**src/rtl/cpu_mc_pkg.sv**
```systemverilog
// Shared definitions for the multi-cycle CPU core.
// Holds the instruction field positions, opcode values, FSM state encoding,
// ALU operation encoding and small decode helpers used by the core and ALU.
package cpu_mc_pkg;

  // Instruction field bit positions (32-bit instruction word)
  localparam int OP_HI   = 31;
  localparam int OP_LO   = 26;
  localparam int RD_LO   = 21;
  localparam int RS1_LO  = 16;
  localparam int RS2_LO  = 0;
  localparam int IMM_HI  = 15;
  localparam int IMM_LO  = 0;
  localparam int IMM_W   = IMM_HI - IMM_LO + 1;

  // Opcodes
  localparam logic [5:0] OP_ADD  = 6'h00;
  localparam logic [5:0] OP_SUB  = 6'h01;
  localparam logic [5:0] OP_AND  = 6'h02;
  localparam logic [5:0] OP_OR   = 6'h03;
  localparam logic [5:0] OP_XOR  = 6'h04;
  localparam logic [5:0] OP_SLT  = 6'h05;
  localparam logic [5:0] OP_ADDI = 6'h10;
  localparam logic [5:0] OP_LW   = 6'h20;
  localparam logic [5:0] OP_SW   = 6'h21;
  localparam logic [5:0] OP_BEQ  = 6'h30;
  localparam logic [5:0] OP_JMP  = 6'h31;
  localparam logic [5:0] OP_HALT = 6'h3F;

  typedef enum logic [2:0] {
    FETCH,
    DECODE,
    EXEC,
    MEM,
    WB,
    STOP,
    TRAP
  } state_t;

  typedef enum logic [2:0] {
    ALU_ADD,
    ALU_SUB,
    ALU_AND,
    ALU_OR,
    ALU_XOR,
    ALU_SLT
  } alu_op_t;

  function automatic logic is_legal_op(input logic [5:0] op);
    case (op)
      OP_ADD, OP_SUB, OP_AND, OP_OR, OP_XOR, OP_SLT,
      OP_ADDI, OP_LW, OP_SW, OP_BEQ, OP_JMP, OP_HALT: return 1'b1;
      default: return 1'b0;
    endcase
  endfunction

  // ADDI/LW/SW all need A+IMM, so everything non R-type maps to ADD.
  function automatic alu_op_t alu_op_of(input logic [5:0] op);
    case (op)
      OP_SUB:  return ALU_SUB;
      OP_AND:  return ALU_AND;
      OP_OR:   return ALU_OR;
      OP_XOR:  return ALU_XOR;
      OP_SLT:  return ALU_SLT;
      default: return ALU_ADD;
    endcase
  endfunction

endpackage

```
**src/rtl/multicycle_cpu_core_alu.sv**
```systemverilog
// mc_alu: combinational XLEN-wide ALU for the multi-cycle core.
// Ports:
//   op  in  3     ALU operation (alu_op_t encoding)
//   a   in  XLEN  first operand
//   b   in  XLEN  second operand
//   y   out XLEN  result (SLT yields 0/1, signed compare)
module mc_alu
  import cpu_mc_pkg::*;
#(
  parameter int XLEN = 32
) (
  input  logic [2:0]      op,
  input  logic [XLEN-1:0] a,
  input  logic [XLEN-1:0] b,
  output logic [XLEN-1:0] y
);

  always_comb begin
    y = a + b;
    case (alu_op_t'(op))
      ALU_SUB: y = a - b;
      ALU_AND: y = a & b;
      ALU_OR:  y = a | b;
      ALU_XOR: y = a ^ b;
      ALU_SLT: y = {{(XLEN-1){1'b0}}, ($signed(a) < $signed(b))};
      default: y = a + b;
    endcase
  end

endmodule

```
**src/rtl/multicycle_cpu_core.sv**
```systemverilog
// multicycle_cpu_core: multi-cycle CPU sharing one req/ack memory port for
// instruction fetch and load/store.
// Ports:
//   clk, rst         clock (rising edge), synchronous active-high reset
//   mem_req/mem_we   memory request (held until ack) / write select
//   mem_addr         byte address; mem_wdata store data
//   mem_rdata        read data, valid in the ack cycle (fetch uses [31:0])
//   mem_ack          transfer completes on an edge with req && ack
//   halted, illegal  sticky stop flags (HALT / undefined opcode)
// Optional macro PERF_COUNTERS_EN adds cycle_count and instret_count outputs.
module multicycle_cpu_core
  import cpu_mc_pkg::*;
#(
  parameter int              XLEN     = 32,
  parameter int              NREG     = 32,
  parameter logic [XLEN-1:0] RESET_PC = '0
) (
  input  logic            clk,
  input  logic            rst,
  output logic            mem_req,
  output logic            mem_we,
  output logic [XLEN-1:0] mem_addr,
  output logic [XLEN-1:0] mem_wdata,
  input  logic [XLEN-1:0] mem_rdata,
  input  logic            mem_ack,
  output logic            halted,
  output logic            illegal
`ifdef PERF_COUNTERS_EN
  ,
  output logic [XLEN-1:0] cycle_count,
  output logic [XLEN-1:0] instret_count
`endif
);

  localparam int RIDX_W = $clog2(NREG);

  state_t            state_reg;
  logic [XLEN-1:0]   pc_reg, npc_reg;
  logic [31:0]       ir_reg;
  logic [XLEN-1:0]   a_reg, b_reg, s_reg, imm_reg, y_reg;
  logic [XLEN-1:0]   regs [NREG];

  logic [5:0]        opcode;
  logic [RIDX_W-1:0] rd_idx, rs1_idx, rs2_idx;
  logic [XLEN-1:0]   imm_sext, alu_b, alu_y, pc_plus4, br_target;
  logic [2:0]        alu_op;
  logic              is_rtype, writes_rd, taken;

  // Register indices are the low bits of the 5-bit fields (modulo NREG).
  assign opcode   = ir_reg[OP_HI:OP_LO];
  assign rd_idx   = ir_reg[RD_LO +: RIDX_W];
  assign rs1_idx  = ir_reg[RS1_LO +: RIDX_W];
  assign rs2_idx  = ir_reg[RS2_LO +: RIDX_W];
  assign imm_sext = {{(XLEN-IMM_W){ir_reg[IMM_HI]}}, ir_reg[IMM_HI:IMM_LO]};

  assign is_rtype  = (opcode <= OP_SLT);
  assign writes_rd = is_rtype || (opcode == OP_ADDI) || (opcode == OP_LW);
  assign alu_b     = is_rtype ? b_reg : imm_reg;
  assign alu_op    = alu_op_of(opcode);
  assign taken     = (opcode == OP_JMP) || ((opcode == OP_BEQ) && (s_reg == a_reg));
  assign pc_plus4  = pc_reg + XLEN'(4);
  assign br_target = pc_plus4 + {imm_reg[XLEN-3:0], 2'b00};

  mc_alu #(.XLEN(XLEN)) u_alu (
    .op(alu_op),
    .a (a_reg),
    .b (alu_b),
    .y (alu_y)
  );

  always_ff @(posedge clk) begin
    if (rst) begin
      state_reg <= FETCH;
      pc_reg    <= RESET_PC;
      npc_reg   <= '0;
      ir_reg    <= '0;
      a_reg     <= '0;
      b_reg     <= '0;
      s_reg     <= '0;
      imm_reg   <= '0;
      y_reg     <= '0;
      mem_req   <= 1'b0;
      mem_we    <= 1'b0;
      mem_addr  <= '0;
      mem_wdata <= '0;
      halted    <= 1'b0;
      illegal   <= 1'b0;
      for (int i = 0; i < NREG; i++) regs[i] <= '0;
    end else begin
      case (state_reg)
        FETCH: begin
          // After reset req is low, so the first fetch spends one cycle
          // raising it; later fetches are issued directly from WB.
          if (!mem_req) begin
            mem_req  <= 1'b1;
            mem_we   <= 1'b0;
            mem_addr <= pc_reg;
          end else if (mem_ack) begin
            ir_reg    <= mem_rdata[31:0];
            mem_req   <= 1'b0;
            state_reg <= DECODE;
          end
        end
        DECODE: begin
          a_reg   <= regs[rs1_idx];
          b_reg   <= regs[rs2_idx];
          s_reg   <= regs[rd_idx];
          imm_reg <= imm_sext;
          if (!is_legal_op(opcode)) begin
            illegal   <= 1'b1;
            state_reg <= TRAP;
          end else begin
            state_reg <= EXEC;
          end
        end
        EXEC: begin
          y_reg   <= alu_y;
          npc_reg <= taken ? br_target : pc_plus4;
          if ((opcode == OP_LW) || (opcode == OP_SW)) begin
            mem_req   <= 1'b1;
            mem_we    <= (opcode == OP_SW);
            mem_addr  <= alu_y;
            mem_wdata <= s_reg;
            state_reg <= MEM;
          end else if (opcode == OP_HALT) begin
            halted    <= 1'b1;
            state_reg <= STOP;
          end else begin
            state_reg <= WB;
          end
        end
        MEM: begin
          if (mem_ack) begin
            if (!mem_we) y_reg <= mem_rdata;
            mem_req   <= 1'b0;
            mem_we    <= 1'b0;
            state_reg <= WB;
          end
        end
        WB: begin
          if (writes_rd && (rd_idx != '0)) regs[rd_idx] <= y_reg;
          pc_reg    <= npc_reg;
          mem_req   <= 1'b1;
          mem_we    <= 1'b0;
          mem_addr  <= npc_reg;
          state_reg <= FETCH;
        end
        STOP, TRAP: state_reg <= state_reg;
        default: begin
          illegal   <= 1'b1;
          state_reg <= TRAP;
        end
      endcase
    end
  end

`ifdef PERF_COUNTERS_EN
  always_ff @(posedge clk) begin
    if (rst) begin
      cycle_count   <= '0;
      instret_count <= '0;
    end else begin
      if ((state_reg != STOP) && (state_reg != TRAP)) cycle_count <= cycle_count + 1'b1;
      if (state_reg == WB) instret_count <= instret_count + 1'b1;
    end
  end
`endif

endmodule

```
**config.mk**
```make
export PLATFORM = sky130hd
export DESIGN_NAME = multicycle_cpu_core
export DESIGN_NICKNAME = d
export VERILOG_FILES = /design/src/rtl/cpu_mc_pkg.sv /design/src/rtl/multicycle_cpu_core_alu.sv /design/src/rtl/multicycle_cpu_core.sv
export SDC_FILE = /design/constraint.sdc
export NUM_CORES = 2
export LEC_CHECK = 0
export ABC_AREA = 0
export BUFFER_PORTS_ARGS = -buffer_cell sky130_fd_sc_hd__buf_4
export CORE_MARGIN = 3
export CORE_UTILIZATION = 34
export DETAILED_ROUTE_END_ITERATION = 16
export GPL_TIMING_DRIVEN = 0
export REMOVE_ABC_BUFFERS = 1
export SLEW_MARGIN = 10
export SYNTH_ARGS = -nofsm -noshare
export SYNTH_HDL_FRONTEND = slang
export SYNTH_SLANG_ARGS = --single-unit
```
**constraint.sdc**
```tcl
create_clock -name clk -period 4.7 [get_ports clk]
set_clock_uncertainty 0.1 [all_clocks]
set_input_delay 0.47 -clock clk [delete_from_list [all_inputs] [get_ports clk]]
set_output_delay 0.47 -clock clk [all_outputs]
set_load 0.01 [all_outputs]
```
-- Word-level counts from Yosys, hierarchy flattened
Memories as Yosys holds them, arrays and structs flattened. A register that Yosys moved wholly into a read port is not among the register bits.
Cells that the tools add are included.
- RAM bits: 1024
- logic and storage cells: 119
- memories kept: 1
- output and inout port bits: 68
- bits in registers: 215
- memories (memory ; depth ; bits a word ; read ports ; clocked after memory_dff ; wr ports ; line ; RTL):
    regs ; 32 ; 32 ; 3 ; 3 ; 32 ; multicycle_cpu_core.sv:41 ; logic [XLEN-1:0] regs [NREG];
- muxes and demuxes: 39
- add/sub/neg operators: 4
- bitwise logic cells: 6
- magnitude comparators: 2
- equal/unequal tests: 30
- reductions and logical operators: 25
- operators by type and width (cell ; number):
    $mux 32 ; 7
    $pmux 32 s5 ; 1
    $pmux 32 s3 ; 1
    $add 32x32->32 ; 2
    $pmux 32 s2 ; 1
    $add 32x3->32 const B ; 1
    $and 32x32->32 ; 1
    $eq 32x32->1 ; 1
    $lt 32x32->1 ; 1
    $or 32x32->32 ; 1
    $reduce_or 32->1 ; 1
    $sub 32x32->32 ; 1
    $xor 32x32->32 ; 1
    $eq 6x6->1 const B ; 5
    $mux 1 ; 18
    $pmux 3 s6 ; 1
    $eq 3x3->1 const B ; 5
    $mux 3 ; 5
    $pmux 3 s5 ; 1
    $reduce_and 3->1 ; 5
    $ne 2x2->1 const B ; 7
    $eq 3x2->1 const B ; 4
    $eq 6x2->1 const B ; 2
    $eq 6x3->1 const B ; 2
    21 further kinds ; 31

-- Depth between registers and ports, before layout
- depth in word-level cells: 10
- gate-level depth with buffers: 21
- mapped depth without buffers: 18

-- By module
Synthesis repeated with hierarchy kept, for this count alone.
- cells, all modules: 6418
- area, all modules: 82746.9 sq um
- by module, submodules not included (module ; cells an instance ; times used ; seq. area each (sq um) ; area each (sq um)):
    multicycle_cpu_core ; 5550 ; 1 ; 36975.5 ; 77202.8
    mc_alu ; 868 ; 1 ; 0.0 ; 5544.1

-- Worst setup path before layout
OpenSTA, ideal clock, no wires.
- kind: flip-flop to flip-flop
- from: register ir_reg[29]
- to: register y_reg[19]
- setup slack: -0.199 ns
- stages on the path, launching flop included: 17
- data required time: 4.468 ns
- clock period less this slack: 4.899 ns
- arrival time: 4.666 ns
- cells stage by stage: dfxtp_1 -> clkbuf_1 -> a2111oi_2 -> clkbuf_1 -> mux2_2 -> inv_1 -> ha_1 -> a211oi_1 -> nor2_1 -> a2111oi_1 -> o211ai_1 -> a21oi_1 -> o21a_1 -> mux2_1 -> or3b_1 -> o221ai_1 -> a21oi_1
- word-level cells in the longest chain between the ends: 5
- ends and longest elaborated chain (element ; line ; RTL):
    start: declaration ; multicycle_cpu_core.sv:39 ; logic [31:0] ir_reg;
    start signal: assignment ; multicycle_cpu_core.sv:99 ; ir_reg <= mem_rdata[31:0];
    $le 6x3->1 (tied with other cells) ; multicycle_cpu_core.sv:56 ; assign is_rtype = (opcode <= OP_SLT);
    $mux 32 / $pmux 3 s5 (equally long branches) ; multicycle_cpu_core.sv:58, cpu_mc_pkg.sv:59 ;
    $add 32x32->32 (tied with other cells) ; multicycle_cpu_core_alu.sv:26 ; default: y = a + b;
    $pmux 32 s5 * ; multicycle_cpu_core_alu.sv:20 ; case (alu_op_t'(op))
    $pmux 32 s2 * ; multicycle_cpu_core.sv:90 ; case (state_reg)
    end signal: assignment ; multicycle_cpu_core.sv:117 ; y_reg <= alu_y;
    end signal: assignment ; multicycle_cpu_core.sv:134 ; if (!mem_we) y_reg <= mem_rdata;
    end: declaration ; multicycle_cpu_core.sv:40 ; logic [XLEN-1:0] a_reg, b_reg, s_reg, imm_reg, y_reg;
Mark *: on every way between the ends. The rest lies on a longest branch, timed or not.
A chain may end at the register's enable or synchronous reset.

-- Final worst setup path
- from: register ir_reg[27]
- to: register y_reg[19]
The elaborated chain is that of the path after synthesis.

==> metrics <==
status=finished with violations; failing checks=negative setup slack; Synth top area share=37.84%; fraction of layout cells with a size suffix above 1=30.04%; worst min path class=flop to flop; synthesized flop and latch total=between 1000 and 1500; Post-Syn Area=between 80000 and 90000 sq um; WS Path Type=flop to flop; Max Root-Sink Buffers=3; FF-to-FF End=y_reg[19]; Total GRT Usage=between 20% and 30%; Post-Syn Area per Cell=between 10 and 15 sq um; FILL cells=around 21000; nets@finish=around 6600; Clk Latency, worst-skew pair=840 ps; post-synthesis instance total=between 6000 and 7000; setup ws final=-65.14 ps; drt pass-1 iters=6; Die Ht=just under 500 um; Yosys cell types=between 90 and 100; Root Buffer=clkbuf_16; max FFs per register=1024; row count=between 150 and 200; R2R cell count=18; VDD IR-drop max=roughly 0.00042 V; Register-to-Register Setup Slack=-70 ps; pin count of the biggest net entering global routing=105; clk slew on worst S/H paths=approximately 70 ps; Final Critical Period=between 4000 and 5000 ps; first-pass GRT wire length=between 400 and 500 mm; CTS tree=done; DR vias=approximately 63000; synth warn=0; Post-synth EDFFs=1024; Ports=just over 100; startpoint types=flop; Avg Vias per Cell=around 6.4; worst rel slew slack=16.34%; Arr. time, crit path=around 5400 ps; worst min-delay path startpoint=mem_addr[22]; dominant cells by area after synthesis=edfxtp_1, mux4_2, and2_1; Post-synth top flop=edfxtp_1; post-place setup slack=-2052 ps; final setup fails=3; max-cap violations=0; Detail Route Antenna Nets=0; pwr/cell area=463.9 nW/um^2; grt total ovfl=0; TritonCTS Buffers=about 150; Worst setup EP type=flop; vias in the first global route=between 50000 and 60000; worst-path fanout max=3; Setup TNS=-89.33 ps; largest reg by FF count=regs; worst-margin pin slew=about 1300 ps; Worst Hold Path EP=mem_addr[22]; PortBufs=about 100; Core ar.=236500 sq um; Tcrit/Tclk final=101.4%; Pins Over Slew Limit=0; Hold Violations, Final=0; RSZ-0062 raised after global routing=yes; Area Growth Syn to Fin=20.97%; total detailed-routing wirelength=around 350 mm; Final Wtd Congestion=between 0.9 and 1; Synth area leader=edfxtp_1; Post-synth ARST share=0%; Die ar.=roughly 240000 sq um; chip width=494.9 um; initial core utilization=~34%; initial antenna violation count=36; final instance area=just under 100000 sq um; FF-to-FF Start=ir_reg[27]; Leak=~33 nW; hold depth=2; Seq/Total Area, Yosys=a little under half; clk sinks=about 1300; DRT iter0 DRCs=between 10000 and 15000; WL per Instance=~36 um; H-tree levels=4; FMAX=between 200 and 250 MHz; required time worst endpoint=approximately 5300 ps; HPWL after DPL=between 200 and 250 mm; Post-DP Area=just over 90000 sq um; # DRC=0
## Yosys cell counts, types with 8 or more instances
cell,count
a311oi_1,13
a22o_1,11
ha_1,126
a221oi_1,32
edfxtp_1,1024
nand2b_1,17
a221o_1,30
o21ai_0,142
dfxtp_1,311
buf_2,30
or3_1,13
o21a_1,16
xnor2_1,49
or2_2,8
and3_1,8
o211ai_1,26
o21bai_1,13
nor2b_1,16
mux4_2,913
mux2_2,39
a21oi_1,320
mux2i_1,123
nand3_1,62
nand4_1,25
o221ai_1,31
nor3_1,63
a22oi_1,26
a21o_1,35
nor4_1,20
xor2_1,39
a211oi_1,120
clkbuf_1,521
inv_1,116
a31oi_1,16
nor2_1,332
o31ai_1,16
o21ai_1,16
buf_1,79
nand2_1,409
and2_1,1000
## timing repair
item,in CTS,in global routing
buffers inserted,70,40
gates resized for setup,114,127
hold buffers,34,0
endpoints found under the setup margin,1638,653
pin swaps,43,41
hold endpoints to repair,61,0
cloned,0,0
## layout by cell type (no fill, tap or decap), types with 49 or more instances in the layout
master / n
o21ai_0: 106
nand3_1: 56
mux2i_1: 120
mux4_2: 913
diode_2: 49
nor3_1: 55
a21oi_1: 305
edfxtp_1: 1024
nand2_1: 402
buf_4: 212
clkbuf_16: 157
xnor2_1: 49
dfxtp_1: 288
a211oi_1: 116
ha_1: 100
buf_12: 94
and2_1: 997
inv_1: 105
buf_16: 150
nor2_1: 290
## power breakdown
part | switching (W) | internal, W
sequential | 0.00206 | 0.0136
clock | 0.00532 | 0.00685
combinational | 0.0105 | 0.00720
## worst max-delay path by stage
stage | startpoint | endpoint | slack, ps | cells after the start
floorplan | ir_reg[21] | regs[19][0] | -11830 | 2
global placement | ir_reg[21] | regs[8][5] | -48810 | 2
detailed placement | ir_reg[28] | y_reg[0] | -2050 | 15
CTS | ir_reg[21] | regs[7][11] | -610 | 12
global route | ir_reg[31] | y_reg[0] | -100 | 19
finish | ir_reg[27] | y_reg[19] | -70 | 18
## logic make-up after synthesis
group / share of synthesized area, %
AO/OA/AOI/OAI: 7.724
XOR/XNOR: 0.9484
adder cells (fa/ha/maj): 2.014
buffers and inverters: 3.527
flip-flops: 45.50
multiplexers: 27.37
other: 0.004614
AND/OR/NAND/NOR: 12.91
## routing by layer
metal,track usage [%],vias up,wire [um]
met3,10.09,1154,48290
met2,40.70,5148,151600
met1,33.87,31690,119200
met4,19.81,2,28240
met5,0,-,9
li1,-,24550,-
## metrics by stage
step,power [W],instances,hold WS (ps),utilization (%)
finish,0.04560,9734,349.8,41.56
global route,0.04687,9697,373.1,41.53
detailed placement,0.03112,9256,345.3,38.35
CTS,0.04411,9647,337.3,41.12
floorplan,0.02469,5723,325.5,-
global placement,0.02918,8975,341.7,35.38
## final cells by class
class | instances | area, sq um | area share (%)
clock inverters | 69 | 651.9 | 0.6631
diodes | 49 | 122.6 | 0.1247
clock buffers | 218 | 4358 | 4.433
inverters | 119 | 461.7 | 0.4696
flip-flops and latches | 1335 | 37050 | 37.69
well taps | 3150 | 3941 | 4.009
multi-input cells | 4269 | 43360 | 44.10
repair buffers | 525 | 8363 | 8.507
## worst max-delay path, stage by stage (launching register included)
cell	delay, ps
dfxtp_4	360
a2111oi_4	380
buf_4	200
buf_6	90
buf_6	90
mux2_4	330
ha_4	200
buf_6	120
buf_6	130
a211oi_4	300
nor2_4	80
a2111oi_4	370
o211ai_1	230
a21oi_2	270
o21a_1	190
mux2_4	310
or3b_4	530
o221ai_4	270
a21oi_2	90
(Power assumes the default switching activity.)
